<file path="src/rtl/multicycle_ctrl.sv">
// rtl/multicycle_ctrl.sv - Multicycle MIPS-subset control FSM with memory-wait timeout
//
// Sequences FETCH/DECODE/EXEC/MEMRD/MEMWR/WB for a small MIPS subset and
// raises datapath strobes per state. Memory requests that see no mem_ack
// within TIMEOUT cycles, and unsupported opcodes, park the controller in
// TRAP until reset.
//
// Ports:
//   clk, rst_n            clock, asynchronous active-low reset
//   run                   allow instruction execution (sampled in IDLE and at retire)
//   opcode, rd, rt        fields of the instruction held in the external IR
//   zero_flag             ALU equality result for BEQ
//   mem_ack               single-cycle memory completion strobe
//   mem_req/we/sel        memory request, write, address select (0=PC, 1=ALU)
//   ir_we, pc_we, reg_we  IR / PC / register-file write enables
//   alu_src_imm           ALU B operand = sign-extended immediate
//   pc_src                00=PC+4, 01=branch target, 10=jump target
//   dst_sel               00=rd, 01=rt, 10=r31
//   busy, err             instruction in flight; fatal-fault flag
//   retired               count of completed instructions (wraps)

module multicycle_ctrl #(
  parameter int TIMEOUT = 16
) (
  input  logic        clk,
  input  logic        rst_n,
  input  logic        run,
  input  logic [5:0]  opcode,
  input  logic [4:0]  rd,
  input  logic [4:0]  rt,
  input  logic        zero_flag,
  input  logic        mem_ack,
  output logic        mem_req,
  output logic        mem_we,
  output logic        mem_sel,
  output logic        ir_we,
  output logic        pc_we,
  output logic        reg_we,
  output logic        alu_src_imm,
  output logic [1:0]  pc_src,
  output logic [1:0]  dst_sel,
  output logic        busy,
  output logic        err,
  output logic [15:0] retired
);

  localparam logic [5:0] OP_RTYPE = 6'b000000;
  localparam logic [5:0] OP_ADDI  = 6'b001000;
  localparam logic [5:0] OP_LW    = 6'b100011;
  localparam logic [5:0] OP_SW    = 6'b101011;
  localparam logic [5:0] OP_BEQ   = 6'b000100;
  localparam logic [5:0] OP_J     = 6'b000010;
  localparam logic [5:0] OP_JAL   = 6'b000011;

  // Last wait count at which an ack is still accepted; no ack here means timeout.
  localparam logic [7:0] WAIT_LAST = 8'(TIMEOUT - 1);

  typedef enum logic [2:0] {
    IDLE, FETCH, DECODE, EXEC, MEMRD, MEMWR, WB, TRAP
  } state_t;

  state_t      state, state_next;
  logic [7:0]  wait_cnt;
  logic [15:0] retire_cnt;
  logic        retire;
  logic        mem_state;
  logic        wait_expired;
  logic        op_supported;
  logic        op_imm;
  state_t      retire_target;

  assign retired      = retire_cnt;
  assign mem_state    = (state == FETCH) || (state == MEMRD) || (state == MEMWR);
  assign wait_expired = !mem_ack && (wait_cnt == WAIT_LAST);
  assign op_imm       = (opcode == OP_ADDI) || (opcode == OP_LW) || (opcode == OP_SW);
  assign retire_target = run ? FETCH : IDLE;

  always_comb begin
    op_supported = 1'b0;
    case (opcode)
      OP_RTYPE, OP_ADDI, OP_LW, OP_SW, OP_BEQ, OP_J, OP_JAL: op_supported = 1'b1;
      default: op_supported = 1'b0;
    endcase
  end

  always_comb begin
    state_next  = state;
    retire      = 1'b0;
    mem_req     = 1'b0;
    mem_we      = 1'b0;
    mem_sel     = 1'b0;
    ir_we       = 1'b0;
    pc_we       = 1'b0;
    reg_we      = 1'b0;
    alu_src_imm = 1'b0;
    pc_src      = 2'b00;
    dst_sel     = 2'b00;
    busy        = 1'b0;
    err         = 1'b0;

    case (state)
      IDLE: begin
        if (run) state_next = FETCH;
      end

      FETCH: begin
        busy    = 1'b1;
        mem_req = 1'b1;
        if (mem_ack) begin
          ir_we      = 1'b1;
          pc_we      = 1'b1;
          state_next = DECODE;
        end else if (wait_expired) begin
          state_next = TRAP;
        end
      end

      DECODE: begin
        busy       = 1'b1;
        state_next = op_supported ? EXEC : TRAP;
      end

      EXEC: begin
        busy        = 1'b1;
        alu_src_imm = op_imm;
        case (opcode)
          OP_RTYPE, OP_ADDI, OP_JAL: state_next = WB;
          OP_LW:  state_next = MEMRD;
          OP_SW:  state_next = MEMWR;
          OP_BEQ: begin
            pc_src     = 2'b01;
            pc_we      = zero_flag;
            retire     = 1'b1;
            state_next = retire_target;
          end
          OP_J: begin
            pc_src     = 2'b10;
            pc_we      = 1'b1;
            retire     = 1'b1;
            state_next = retire_target;
          end
          // Opcode changed under us after DECODE: treat as a fault.
          default: state_next = TRAP;
        endcase
      end

      MEMRD, MEMWR: begin
        busy        = 1'b1;
        mem_req     = 1'b1;
        mem_sel     = 1'b1;
        mem_we      = (state == MEMWR);
        alu_src_imm = op_imm;
        if (mem_ack) begin
          if (state == MEMRD) begin
            state_next = WB;
          end else begin
            retire     = 1'b1;
            state_next = retire_target;
          end
        end else if (wait_expired) begin
          state_next = TRAP;
        end
      end

      WB: begin
        busy       = 1'b1;
        retire     = 1'b1;
        state_next = retire_target;
        case (opcode)
          OP_ADDI, OP_LW: begin
            dst_sel = 2'b01;
            reg_we  = (rt != 5'd0);
          end
          OP_JAL: begin
            dst_sel = 2'b10;
            reg_we  = 1'b1;
            pc_we   = 1'b1;
            pc_src  = 2'b10;
          end
          default: begin
            dst_sel = 2'b00;
            reg_we  = (rd != 5'd0);
          end
        endcase
      end

      TRAP: begin
        err = 1'b1;
      end

      default: state_next = TRAP;
    endcase
  end

  always_ff @(posedge clk or negedge rst_n) begin
    if (!rst_n) begin
      state      <= IDLE;
      wait_cnt   <= 8'd0;
      retire_cnt <= 16'd0;
    end else begin
      state <= state_next;
      if (retire) retire_cnt <= retire_cnt + 16'd1;
      // Any state change restarts the wait window, so every request state is entered at 0.
      if (state_next != state) begin
        wait_cnt <= 8'd0;
      end else if (mem_state && !mem_ack) begin
        wait_cnt <= wait_cnt + 8'd1;
      end
    end
  end

endmodule

</file>
<file path="config.mk">
export PLATFORM = sky130hd
export DESIGN_NAME = multicycle_ctrl
export DESIGN_NICKNAME = d
export VERILOG_FILES = /design/src/rtl/multicycle_ctrl.sv
export SDC_FILE = /design/constraint.sdc
export NUM_CORES = 1
export LEC_CHECK = 0
export BUFFER_PORTS_ARGS = -buffer_cell sky130_fd_sc_hd__buf_2
export CORE_AREA = 2 2 85 87
export CTS_CLUSTER_SIZE = 12
export DETAILED_ROUTE_END_ITERATION = 10
export DIE_AREA = 0 0 87 89
export PLACE_DENSITY = 0.42
export SLEW_MARGIN = 20
export SYNTH_ARGS = -nofsm -noshare
export SYNTH_HDL_FRONTEND = slang
export SYNTH_SLANG_ARGS = --single-unit
</file>
<file path="constraint.sdc">
create_clock -name clk -period 1.85 [get_ports clk]
set_input_delay 0.185 -clock clk [delete_from_list [all_inputs] [get_ports clk]]
set_output_delay 0.185 -clock clk [all_outputs]
set_load 0.01 [all_outputs]
</file>
# Word-level counts from Yosys, hierarchy flattened
# Index checks and enable logic that the tools add are counted.
classes:
  n_addsub: 2
  n_eq_ne: 15
  n_reduce_logical: 20
  mux: 34
op_table:
  columns: ["op", "count"]
  rows:
  - ["$mux 3", 6]
  - ["$pmux 3 s6", 1]
  - ["$add 16x1->16 const B", 1]
  - ["$mux 8", 2]
  - ["$mux 1", 15]
  - ["$eq 3x3->1 const B", 4]
  - ["$eq 6x2->1 const B", 2]
  - ["$eq 6x6->1 const B", 2]
  - ["$pmux 2 s2", 3]
  - ["$pmux 3 s4", 1]
  - ["$reduce_bool 5->1", 2]
  - ["$reduce_or 3->1", 3]
  - ["$add 8x1->8 const B", 1]
  - ["$eq 8x4->1 const B", 1]
  - ["$reduce_or 7->1", 1]
  - ["$eq 3x2->1 const B", 2]
  - ["$eq 6x3->1 const B", 1]
  - ["$eq 6x4->1 const B", 1]
  - ["$logic_not 6->1", 1]
  - ["$pmux 1 s3", 2]
  - ["$reduce_or 2->1", 3]
  - ["$reduce_or 6->1", 1]
  - ["$logic_or 1x1->1", 4]
  - ["$mux 2", 2]
  - ["7 further kinds", 9]
word_totals:
  register_bits: 27
  elab_cells: 74
  input_bits: 21
  out_inout_bits: 29

# Depth between registers and ports, before layout
logic_depth:
  word_depth: 7
  depth_mapped: 8

# Worst setup path before layout
# OpenSTA, ideal clock, no wires.
synth_timing:
  path_type: "reg2reg"
  from: "reg wait_cnt[4]"
  to: "reg wait_cnt[0]"
  path_stages_with_launch: 7
  setup_ps: 133
  path_slack_ps: -97
  t_arrival_ps: 1815
  n_path_buf: 0
  cell_sequence: "dfrtp_1 > or3_1 > or4_4 > nor3_2 > nor3_1 > o31ai_4 > nor2_1"
synth_via:
  elab_chain_len: 7
synth_rtl:
  columns: ["element", "line_no", "rtl"]
  rows:
  - ["start, declared", "63", "logic [7:0] wait_cnt;"]
  - ["start signal, assigned", "207", "wait_cnt <= wait_cnt + 8'd1;"]
  - ["$eq 8x4->1 (*)", "74", "assign wait_expired = !mem_ack && (wait_cnt == WAIT_LAST);"]
  - ["$logic_and 1x1->1 (*)", "74", null]
  - ["$mux 3 (*)", "113, 160", null]
  - ["$mux 3, on equally long branches", "153, 109", null]
  - ["$pmux 3 s6 (*)", "101", "case (state)"]
  - ["$ne 3x3->1 (*)", "204", "if (state_next != state) begin"]
  - ["$mux 8 or $reduce_bool 2->1 (tied branches)", null, null]
# Mark *: on every way between the ends. The rest lies on a longest branch, timed or not.
# A chain may end at the register's enable or synchronous reset.

# Final worst setup path
layout_timing:
  from: "reg wait_cnt[4]"
  to: "reg wait_cnt[4]"
layout_via:
  elab_chain_len: 7
layout_rtl:
  columns: ["element", "line_no"]
  rows:
  - ["$eq 8x4->1", "74"]
  - ["$logic_and 1x1->1", "74"]
  - ["$mux 3", "113, 160"]
  - ["$mux 3, on equally long branches", "153, 109"]
  - ["$pmux 3 s6", "101"]
  - ["$ne 3x3->1", "204"]
  - ["$mux 8 or $reduce_bool 2->1 (tied branches)", null]
# Several ways; a longest one is shown, not always the timed one. The select of a mux whose other input is x is not followed.

==> results.md <==
* Status: complete, but fails checks
* Failing checks: negative setup slack
* CP startpoint kind: register
* Dpl ws at -0.162 ns
* Synth async-reset ratio at 1.00
* Area of the multi-input gates at roughly 0.0010 mm²
* Final std cells w/o fill at roughly 360
* DP Wirelength at between 3000 and 4000 µm
* Post-route ant nets at 0
* CP Launch Point: wait_cnt[4]$_DFFE_PN0P_
* Total CTS buffers at 3
* Launch point of the worst reg-to-reg path: wait_cnt[4]$_DFFE_PN0P_
* Worst Setup EP: wait_cnt[4]$_DFFE_PN0P_
* Fmax at about 510 MHz
* CTS tree: done
* Die width at ~87 µm
* Core box area at 0.00672 mm²
* Reg2Reg Setup Slack at -0.1 ns
* Top cells by area, synth: dfrtp_1 40%, xnor2_1 9.4%, nor2_1 5.4%
* Final Wtd Congestion at about 0.78
* Seq/Total Area, Yosys at 0.402
* Drt total wl at about 4400 µm
* First-pass GRT wire length at between 7000 and 8000 µm
* Diode count at 0
* Post-Synthesis Cell Area at roughly 0.0017 mm²
* Number of synthesized flops with an enable pin at 0
* CP Data Required Time at approximately 2 ns
* Clock Path Buffers at 2
* Synth Area in Adders at 0.0208
* Boundary Pins at 50
* Row count at 30
* H-tree depth at 1
* Final setup viols at 8
* Buffers added on ports at 49
* FF+latch count, synth at 27
* Fin. Hold Viols at 0
* Total nets after synthesis at around 210
* Total number of vias at roughly 1600
* Yosys cell types at 45
* Skew-Pair Late Insertion Delay at 0.27 ns
* Vias/cell at 4.52
* Reg2Reg Depth at 7
* Tmin final at between 1.5 and 2 ns
* Drt pass-1 iters at 4
* Primary FF master, synth: dfrtp_1
* Final WS setup at -0.0952 ns
* Final instance area at 0.00250 mm²
* Headroom to the max-slew limit at 0.594
* Final cycle utilization of the critical path at 1.05
* Starting Density at 0.250
* Clock Skew at 0.00587 ns
* Final nets at 307
* Detail-routed net length per standard cell at roughly 12 µm
* Largest family of logic cells by synthesized area: simple AND/OR/NAND/NOR gates
* Fin. max-slew vios at 0
* Min-Delay Path Class: in2async
* Y dimension of the die at around 89 µm
* Max_cap viols at 0
* Inst Count DP at approximately 360
* Area delta synth->final at 48.6%
* RSZ-0062 raised after global routing: true
* Leakage power figure at 1.18 nW
* Most area-hungry cell type in the Yosys netlist: dfrtp_1
* Number of global-route vias before repair at 1525
* Compound-gate portion of the synthesized area at 0.130
* All-Layer GR Usage at 0.117
* Fillers at between 700 and 800
* CP peak stage delay at 0.46 ns
* DRC at 0
* Mux cell area share after synthesis at 0.0186
* Top cell type's share of synthesized area at 0.402
* Num Clock Sinks at 27
* Mapped Cells at around 190
* WP data arrival at about 2.1 ns
* Worst VDD drop at about 550 µV
* Largest net degree at the start of global routing at 28
* Most frequent cells after synthesis: 27 x dfrtp_1, 24 x nor2_1, 18 x xnor2_1
* Critical Path Sink Type: register
* GRT overflow at 0
* Worst R2R End: wait_cnt[4]$_DFFE_PN0P_
* Die Area at slightly below 0.008 mm²
* Slowest-stage cell, CP: or4_4
* Initial antenna violation count at 0
* Warnings, synthesis at 0
* Most frequent cell after synthesis: dfrtp_1
* Crit path max fanout at 8
* Post-synthesis xor/xnor area fraction at 0.120
* Synth Area per Inst at between 9 and 10 µm²
* Worst-Margin Slew at ~0.6 ns
* WS Path Type: reg2reg
* PwrDens at between 1000 and 1500 mW/mm²
* CTS Root Cell: clkbuf_8
* Layout cell share with drive strength beyond 1 at 0.442
* Critical path cell sequence: or3_1 -> or4_4 -> o21ai_0 -> a2111oi_2 -> o31ai_4 -> buf_6 -> nor2_1
* Sequential cell area at a little under 700 µm²
* Initial DRC Count at around 110
* Clock slew at reported path FFs at roughly 0.090 ns
* Dpl cell area at ~0.0024 mm²
* Post-synthesis simple-gate area fraction at 0.283
## kinds of logic after synthesis
logic type,after synthesis
adders and majority gates,3
AOI/OAI and AO/OA,29
muxes,3
and+or+nand+nor,90
xor gates and xnor gates,23
DFF,27
buffers and inverters,10
## worst max-delay path: cells and delay by family (launching register included)
kind	cells	cell delay, ns
buf+inv	1	0.15
compound gates	3	0.46
simple gates	3	0.84
flops	1	0.38
## state kept, by name (all words and copies together) (netlist names)
name / count
retired: 16
state: 3
wait_cnt: 8
## through the flow
| step | power (W) | hold slack (ns) | utilization | TNS [ns] |
|---|---|---|---|---|
| 2_1_floorplan | 0.00161 | -0.111 | - | -0.316 |
| 3_3_place_gp | 0.00239 | 0.233 | 0.353 | -1.21 |
| 3_5_place_dp | 0.00238 | 0.234 | 0.353 | -1.25 |
| 4_1_cts | 0.00274 | 0.463 | 0.362 | -0.996 |
| 5_1_grt | 0.00307 | 0.483 | 0.372 | -1.65 |
| 6_report | 0.00283 | 0.451 | 0.372 | -0.730 |
## how the worst min path moves through the flow
stage                              endpoint  cells past startpoint  slack [ns]  startpoint
finish              retired[12]$_DFFE_PN0P_                      2        0.45       rst_n
global placement    retired[12]$_DFFE_PN0P_                      1        0.23       rst_n
CTS                 retired[12]$_DFFE_PN0P_                      2        0.46       rst_n
global route        retired[12]$_DFFE_PN0P_                      2        0.48       rst_n
detailed placement  retired[12]$_DFFE_PN0P_                      1        0.23       rst_n
floorplan            retired[0]$_DFFE_PN0P_                      0       -0.11       rst_n
## cells in the final DEF, fill, tap and decap left out, types with 3 or more instances in the layout
| master | synthesis | layout |
|---|---|---|
| buf_2 | 5 | 49 |
| buf_4 | 0 | 47 |
| dfrtp_1 | 27 | 25 |
| nor2_1 | 24 | 24 |
| xnor2_1 | 18 | 18 |
| nand2_1 | 16 | 16 |
| nand3_1 | 15 | 13 |
| nand4_1 | 5 | 5 |
| xor2_1 | 5 | 5 |
| a21oi_1 | 5 | 5 |
| nor3_1 | 6 | 5 |
| o21ai_0 | 5 | 4 |
| and3_1 | 3 | 3 |
| a31oi_1 | 3 | 3 |
| nand2b_1 | 4 | 3 |
| and4_1 | 3 | 3 |
| clkbuf_8 | 0 | 3 |
| buf_6 | 0 | 3 |
## cell type report
cell class,instances,share of cell area
clock inverter,1,0.00200
tap,80,0.0401
timing repair buffer,100,0.257
inverter,4,0.00601
multi-input combinational,148,0.407
sequential,27,0.272
clock buffer,3,0.0165
## power by group
part | switching, W | internal (W) | total (W)
Clock | 0.000178 | 0.000151 | 0.000328
Sequential | 0.000129 | 0.000695 | 0.000823
Combinational | 0.000798 | 0.000883 | 0.00168
Total | 0.00110 | 0.00173 | 0.00283
## routing by layer
metal | vias to the layer above | share of wire | global-route usage
met1 | 751 | 0.52 | 0.179
met4 | 0 | 0.0057 | 0.0298
met2 | 26 | 0.44 | 0.170
li1 | 862 | - | -
met5 | - | 0 | 0
met3 | 2 | 0.031 | 0.0175
## repair_timing
action	CTS	global route
hold buffers	1	0
buffers inserted	0	3
setup endpoints to repair	10	24
resized for setup	3	14
pin swaps	0	2
hold endpoints to repair	27	0
No activity file was read; power rests on OpenSTA's default activity.
